==> config.mk <==
export PLATFORM = sky130hd
export DESIGN_NAME = microwave_power_controller
export DESIGN_NICKNAME = d
export VERILOG_FILES = /design/src/rtl/microwave_power_controller.sv
export SDC_FILE = /design/constraint.sdc
export NUM_CORES = 1
export LEC_CHECK = 0
export CAP_MARGIN = 10
export CORE_ASPECT_RATIO = 0.6
export CORE_MARGIN = 10
export CORE_UTILIZATION = 55
export DETAILED_ROUTE_END_ITERATION = 8
export PLACE_DENSITY = 0.82
export SETUP_SLACK_MARGIN = 0.2
export SYNTH_ARGS = -nofsm -noshare
export SYNTH_HDL_FRONTEND = slang
export SYNTH_SLANG_ARGS = --single-unit
==> constraint.sdc <==
create_clock -name clock -period 3.3 [get_ports clock]
set_input_delay 0.33 -clock clock [delete_from_list [all_inputs] [get_ports clock]]
set_output_delay 0.33 -clock clock [all_outputs]
set_load 0.005 [all_outputs]
==> src/rtl/microwave_power_controller.sv <==
// rtl/microwave_power_controller.sv - microwave keypad entry, BCD countdown, interlock and power duty cycling
//
// Purpose: one sequential block that takes keypad time/power entry, counts a
// BCD mm:ss value down once per CLK_DIV cycles while cooking, and duty-cycles
// the magnetron over a POWER_LEVELS-second period.
//
// Ports:
//   clock, reset         system clock, synchronous active-high reset
//   keypad[9:0]          one-hot digit keys (bit n = digit n)
//   pwr_sel              while high in IDLE/DONE, a key sets the power level
//   startn/stopn         active-low start and stop, acting on falling edges
//   clearn               active-low level clear
//   door_closed          1 = door shut
//   mag_on               magnetron enable
//   sec_ones/sec_tens    BCD seconds digits
//   mins                 BCD minute digits, least significant in [3:0]
//   power_level          current power, 1..POWER_LEVELS
//   state                0=IDLE 1=COOK 2=PAUSED 3=DONE
//   done                 one-cycle pulse on entry to DONE
module microwave_power_controller #(
    parameter int CLK_DIV      = 1000,
    parameter int MIN_DIGITS   = 1,
    parameter int POWER_LEVELS = 10
) (
    input  logic                    clock,
    input  logic                    reset,
    input  logic [9:0]              keypad,
    input  logic                    pwr_sel,
    input  logic                    startn,
    input  logic                    stopn,
    input  logic                    clearn,
    input  logic                    door_closed,
    output logic                    mag_on,
    output logic [3:0]              sec_ones,
    output logic [3:0]              sec_tens,
    output logic [4*MIN_DIGITS-1:0] mins,
    output logic [3:0]              power_level,
    output logic [1:0]              state,
    output logic                    done
);

    localparam int         PW = $clog2(CLK_DIV);
    localparam int         MW = 4 * MIN_DIGITS;
    localparam logic [3:0] PL = 4'(POWER_LEVELS);

    typedef enum logic [1:0] {
        S_IDLE   = 2'd0,
        S_COOK   = 2'd1,
        S_PAUSED = 2'd2,
        S_DONE   = 2'd3
    } state_t;

    state_t          state_q, state_d;
    logic [3:0]      sec_ones_q, sec_ones_d;
    logic [3:0]      sec_tens_q, sec_tens_d;
    logic [MW-1:0]   mins_q, mins_d;
    logic [3:0]      power_q, power_d;
    logic [PW-1:0]   prescaler_q, prescaler_d;
    logic [3:0]      duty_q, duty_d;
    logic            done_q, done_d;
    logic            startn_prev_q, startn_prev_d;
    logic            stopn_prev_q, stopn_prev_d;
    logic [9:0]      keypad_prev_q, keypad_prev_d;

    logic            start_ev, stop_ev, key_ev, key_onehot;
    logic [3:0]      key_val, key_power;
    logic            tick, time_zero, last_second;
    logic [MW-1:0]   mins_dec, mins_shift;
    logic            borrow;

    assign start_ev   = startn_prev_q & ~startn;
    assign stop_ev    = stopn_prev_q & ~stopn;
    assign key_onehot = (keypad != 10'd0) && ((keypad & (keypad - 10'd1)) == 10'd0);
    assign key_ev     = key_onehot && (keypad_prev_q == 10'd0);
    assign key_power  = ((key_val == 4'd0) || (key_val > PL)) ? PL : key_val;
    assign tick       = (prescaler_q == PW'(CLK_DIV - 1));
    assign time_zero  = (sec_ones_q == 4'd0) && (sec_tens_q == 4'd0) && (mins_q == '0);
    // The only pre-tick value whose decrement lands on zero is 00:01.
    assign last_second = (sec_ones_q == 4'd1) && (sec_tens_q == 4'd0) && (mins_q == '0);

    always_comb begin
        key_val = 4'd0;
        for (int i = 0; i < 10; i++) begin
            if (keypad[i]) key_val = 4'(i);
        end
    end

    // Multi-digit BCD minute decrement with ripple borrow, plus the left shift
    // used on digit entry (sec_tens moves into the lowest minute digit).
    always_comb begin
        mins_dec   = mins_q;
        mins_shift = mins_q;
        borrow     = 1'b1;
        for (int i = 0; i < MIN_DIGITS; i++) begin
            if (borrow) begin
                if (mins_q[4*i +: 4] == 4'd0) begin
                    mins_dec[4*i +: 4] = 4'd9;
                end else begin
                    mins_dec[4*i +: 4] = mins_q[4*i +: 4] - 4'd1;
                    borrow             = 1'b0;
                end
            end
        end
        mins_shift[3:0] = sec_tens_q;
        for (int i = 1; i < MIN_DIGITS; i++) begin
            mins_shift[4*i +: 4] = mins_q[4*(i-1) +: 4];
        end
    end

    always_comb begin
        state_d       = state_q;
        sec_ones_d    = sec_ones_q;
        sec_tens_d    = sec_tens_q;
        mins_d        = mins_q;
        power_d       = power_q;
        prescaler_d   = prescaler_q;
        duty_d        = duty_q;
        done_d        = 1'b0;
        startn_prev_d = startn;
        stopn_prev_d  = stopn;
        keypad_prev_d = keypad;

        if (!clearn) begin
            state_d     = S_IDLE;
            sec_ones_d  = 4'd0;
            sec_tens_d  = 4'd0;
            mins_d      = '0;
            power_d     = PL;
            prescaler_d = '0;
            duty_d      = 4'd0;
        end else begin
            case (state_q)
                S_IDLE: begin
                    // Stop and start both consume the cycle, so a key arriving
                    // alongside either is dropped.
                    if (!stop_ev) begin
                        if (start_ev) begin
                            if (door_closed && !time_zero) begin
                                state_d     = S_COOK;
                                prescaler_d = '0;
                                duty_d      = 4'd0;
                            end
                        end else if (key_ev) begin
                            if (pwr_sel) begin
                                power_d = key_power;
                            end else begin
                                sec_ones_d = key_val;
                                sec_tens_d = sec_ones_q;
                                mins_d     = mins_shift;
                            end
                        end
                    end
                end
                S_COOK: begin
                    if (stop_ev || !door_closed) begin
                        state_d     = S_PAUSED;
                        prescaler_d = '0;
                    end else if (tick) begin
                        prescaler_d = '0;
                        duty_d      = (duty_q == PL - 4'd1) ? 4'd0 : duty_q + 4'd1;
                        if (sec_ones_q != 4'd0) begin
                            sec_ones_d = sec_ones_q - 4'd1;
                        end else if (sec_tens_q != 4'd0) begin
                            sec_ones_d = 4'd9;
                            sec_tens_d = sec_tens_q - 4'd1;
                        end else begin
                            sec_ones_d = 4'd9;
                            sec_tens_d = 4'd5;
                            mins_d     = mins_dec;
                        end
                        if (last_second) begin
                            state_d = S_DONE;
                            done_d  = 1'b1;
                        end
                    end else begin
                        prescaler_d = prescaler_q + PW'(1);
                    end
                end
                S_PAUSED: begin
                    if (stop_ev) begin
                        state_d     = S_IDLE;
                        sec_ones_d  = 4'd0;
                        sec_tens_d  = 4'd0;
                        mins_d      = '0;
                        prescaler_d = '0;
                        duty_d      = 4'd0;
                    end else if (start_ev && door_closed) begin
                        state_d     = S_COOK;
                        prescaler_d = '0;
                    end
                end
                S_DONE: begin
                    if (stop_ev) begin
                        state_d = S_IDLE;
                    end else if (!start_ev && key_ev) begin
                        state_d    = S_IDLE;
                        sec_ones_d = pwr_sel ? 4'd0 : key_val;
                        sec_tens_d = 4'd0;
                        mins_d     = '0;
                        if (pwr_sel) power_d = key_power;
                    end
                end
                default: state_d = S_IDLE;
            endcase
        end
    end

    always_ff @(posedge clock) begin
        if (reset) begin
            state_q       <= S_IDLE;
            sec_ones_q    <= 4'd0;
            sec_tens_q    <= 4'd0;
            mins_q        <= '0;
            power_q       <= PL;
            prescaler_q   <= '0;
            duty_q        <= 4'd0;
            done_q        <= 1'b0;
            startn_prev_q <= 1'b1;
            stopn_prev_q  <= 1'b1;
            keypad_prev_q <= 10'd0;
        end else begin
            state_q       <= state_d;
            sec_ones_q    <= sec_ones_d;
            sec_tens_q    <= sec_tens_d;
            mins_q        <= mins_d;
            power_q       <= power_d;
            prescaler_q   <= prescaler_d;
            duty_q        <= duty_d;
            done_q        <= done_d;
            startn_prev_q <= startn_prev_d;
            stopn_prev_q  <= stopn_prev_d;
            keypad_prev_q <= keypad_prev_d;
        end
    end

    // Door state is used directly so an opening door cuts power immediately.
    assign mag_on      = (state_q == S_COOK) && door_closed && (duty_q < power_q);
    assign sec_ones    = sec_ones_q;
    assign sec_tens    = sec_tens_q;
    assign mins        = mins_q;
    assign power_level = power_q;
    assign state       = state_q;
    assign done        = done_q;

endmodule

==> metrics.md <==
| Metric | Value |
|---|---|
| Startpoint type of the worst setup path | primary input |
| Initial DRT Pass Iterations | 5 |
| Clock Skew | between 0.008 and 0.009 ns |
| Worst flop-to-flop path startpoint | state[0] |
| Synth warnings | 0 |
| Share of total power in the clock network | about 40% |
| Logic pwr share | between 8 and 9% |
| I/O pin total | 37 |
| Number of nets in the final layout | ~400 |
| HPWL Detailed | between 5 and 6 mm |
| Port Buffers | 36 |
| Clock tree root buffer cell | clkbuf_8 |
| Net switching share of the total power | between 20% and 30% |
| Number of buffers on the longest clock path | 2 |
| Crit path max fanout | 6 |
| Launch instance of the worst min-delay path | power_level[2] |
| Count of state elements after synthesis | 45 |
| Filler cells | roughly 400 |
| Actual slew at the worst max-slew pin | 0.686 ns |
| Share of final-layout standard cells stronger than drive strength 1 | under 10% |
| DRT Wirelength | about 7.0 mm |
| Clk pin slew, worst setup/hold paths | 0.08 ns |
| Worst Reg-to-Reg Cells | 5 |
| Endpoint of the worst register-to-register path | sec_ones[1] |
| Core Box Area | ~4600 sq um |
| Most Crowded Layer GR | met1 |
| Final antenna-violating net count | 0 |
| Worst path required time | approximately 3.5 ns |
| Syn Nets | 368 |
| Number of standard-cell rows in the floorplan | 19 |
| Synthesized area divided by synthesized cell count | between 7 and 8 sq um |
| Multi-input logic area | ~1600 sq um |
| Initial Utilization | 57.5% |
| Power share of the sequential group | between 50% and 60% |
| Peak VDD IR | about 0.24 mV |
| Routed len/inst | about 16 um |
| WS Path Type | primary input to flop |
| Number of global-route vias before repair | 2402 |
| Final count of hold timing violations | 0 |
| Met2 global-route usage | between 20% and 30% |
| Achievable clock frequency | ~380 MHz |
| Worst slew margin relative to its limit | a little over half |
| Number of resized instances in the post-cts repair step | 0 |
| Cell-internal power | about 0.00084 W |
| Crit path arrival time | about 2.8 ns |
| Total number of clock tree sinks | 45 |
| # Max-Cap Violations | 0 |
| Global-route met1 utilization | 26.7% |
| Post-synthesis cell count | about 340 |
| Overall die area | 8120 sq um |
| Hold_ws | slightly below 0.5 ns |
| Minimum clock period after layout | about 2.6 ns |
| Outcome | completed |
| Number of antenna diodes | 0 |
| Final number of max-transition violations | 0 |
| Post CTS Setup Buffer Count | 0 |
| Most used flip-flop cell after synthesis | dfxtp_1 |
| Area delta synth->final | 20.1% |
| Detail-routed via count per cell | 5.99 |
| TritonCTS clock tree | done |
| Part of the Yosys area used for sequential elements | between 30 and 40% |
| Pin count of the biggest net entering global routing | 22 |
| Total global-route track usage | approximately 18% |
| Met3 track utilization from global routing | 5.95% |
| Unrepaired setup endpoints after global routing | no |
| Die height | roughly 74 um |
| Chain of cells forming the critical path | clkdlybuf4s50_1, or4_4, o22a_1, nor3_4, a31oi_1, or4_1, o31ai_1 |
| Width of the die | between 100 and 150 um |
| Net switching power of the design | about 0.00024 W |
| Power Density | between 300 and 400 nW/um^2 |
| Count of hold-fix buffers inserted at cts | 0 |
| Wire length of the first global-routing pass | 12.0 mm |
| Detailed-route DRC error count | 0 |
| Final-layout setup total negative slack | 0 ns |
| End of the worst hold path | power_level[2] |
| Number of buffers created by CTS | 5 |
| Global placement routability congestion | 0.909 |
| Overflow left after global routing | 0 |
| Antenna violations before repair | 0 |
| Hold depth | 2 |
| Initial DRC count | 309 |
| Total of endpoints with negative setup slack in the final report | 0 |
| Via Count | 2618 |
| Crit path largest cell delay | between 0.5 and 0.6 ns |
| Source-to-sink clock delay at the later pin of the worst-skew pair | between 0.2 and 0.3 ns |
| CTS H-Tree Depth | 2 |
| Path class of the lowest-slack min-delay path | flop to flop |
| Sequential cell area | 901 sq um |
| Portion of the clock cycle consumed by the worst path in the final layout | around four fifths |
| Leakage dissipation | 1.20 nW |
| Netlist Area Pre-Place | between 2000 and 3000 sq um |
| Netlist cell types | 48 |
| Nature of the critical path endpoint | flop |
| Reg2Reg Setup Slack | slightly below 0.9 ns |
| Standard cell with the maximum stage delay on the critical path | or4_4 |
| Post-synth EDFFs | 0 |
| FFs w/ async S/R, synth | 0% |
sequential cells by signal, indices dropped and copies added (netlist names), 2 cells and up:
register / count
power_level: 4
state: 2
prescaler_q: 10
mins: 4
keypad_prev_q: 10
duty_q: 4
sec_ones: 4
sec_tens: 4
cells in the final DEF, fill, tap and decap left out, types with 5 or more instances in the layout:
cell type / count
inv_1: 18
nand2b_1: 10
nor3_1: 12
nand4_1: 10
dfxtp_1: 45
o21ai_0: 18
nor4_1: 5
or4_1: 8
clkdlybuf4s50_1: 36
mux2i_1: 8
nand3_1: 15
ha_1: 12
nor2_1: 33
nor2b_1: 11
nand2_1: 26
o31ai_1: 8
xor2_1: 10
clkbuf_8: 6
a21oi_1: 21
cell usage after synthesis, drive strengths merged (4+ instances only):
master	n	area share (%)
dfxtp	45	34
nor2	33	4.6
nand2	26	3.7
a21oi	22	4.3
o21ai	19	3.6
inv	18	2.5
nand3	15	2.8
nor3	13	2.9
clkbuf	12	1.7
ha	12	5.6
nor2b	11	2.6
nand2b	10	2.3
nand4	10	2.3
xor2	10	3.3
or4	9	2.7
mux2i	8	3.0
o31ai	8	2.3
nor4	5	1.2
a31oi	4	0.94
nor3b	4	1.1
o211ai	4	1.1
or2	4	0.94
or3	4	0.94
logic make-up (layout without fill, tap and decap cells):
kind of cell | after synthesis | count (layout) | share of synthesized area, %
AOI/OAI and AO/OA | 79 | 79 | 19.1
xor gates and xnor gates | 12 | 12 | 3.94
adders and majority gates | 12 | 12 | 5.63
buffers and inverters | 32 | 67 | 4.50
DFF | 45 | 45 | 33.8
muxes | 8 | 8 | 3.00
and+or+nand+nor | 151 | 151 | 30.0
layer usage:
layer,share of wire (%),vias to the layer above
li1,-,1292
met2,41,111
met5,0,-
met3,9.4,7
met4,0.80,0
met1,49,1208
worst max-delay path: cells and delay by family:
| family | cells | cell delay, ns |
|---|---|---|
| compound gates | 3 | 0.55 |
| simple gates | 3 | 1.43 |
| buf+inv | 1 | 0.50 |
metrics by stage:
stage	instance area, sq um	utilization, %	instances	setup slack, ns	power (W)
2_1_floorplan	2670	-	339	1.11	0.000613
3_3_place_gp	3090	66.6	429	0.533	0.000655
3_5_place_dp	3090	66.6	429	0.425	0.000656
4_1_cts	3200	69.1	437	0.729	0.00108
5_1_grt	3200	69.1	437	0.563	0.00112
6_report	3200	69.1	437	0.684	0.00108
power by group through the flow:
| stage | Sequential, W | Combinational [W] | Clock (W) |
|---|---|---|---|
| floorplan | 0.000565 | 0.0000481 | 0 |
| global placement | 0.000565 | 0.0000897 | 0 |
| detailed placement | 0.000566 | 0.0000904 | 0 |
| CTS | 0.000553 | 0.0000912 | 0.000439 |
| global route | 0.000554 | 0.000103 | 0.000460 |
| finish | 0.000553 | 0.0000941 | 0.000429 |
worst max-delay path by stage:
stage              start  depth (start not counted)           to  slack (ns)
2_1_floorplan  keypad[2]                          6  sec_ones[1]        1.11
3_3_place_gp   keypad[2]                          7  sec_ones[1]        0.53
3_5_place_dp   keypad[2]                          7  sec_ones[1]        0.43
4_1_cts        keypad[2]                          7  sec_ones[1]        0.73
5_1_grt        keypad[2]                          7  sec_ones[1]        0.56
6_report       keypad[2]                          7  sec_ones[1]        0.68
final cells by class:
class / count / area share [%]
multi-input cells: 262 / 51.4
well taps: 63 / 2.46
clock inverters: 1 / 0.938
repair buffers: 40 / 12.2
flip-flops and latches: 45 / 28.1
clock buffers: 7 / 2.70
inverters: 19 / 2.23
(Power assumes the default switching activity.)
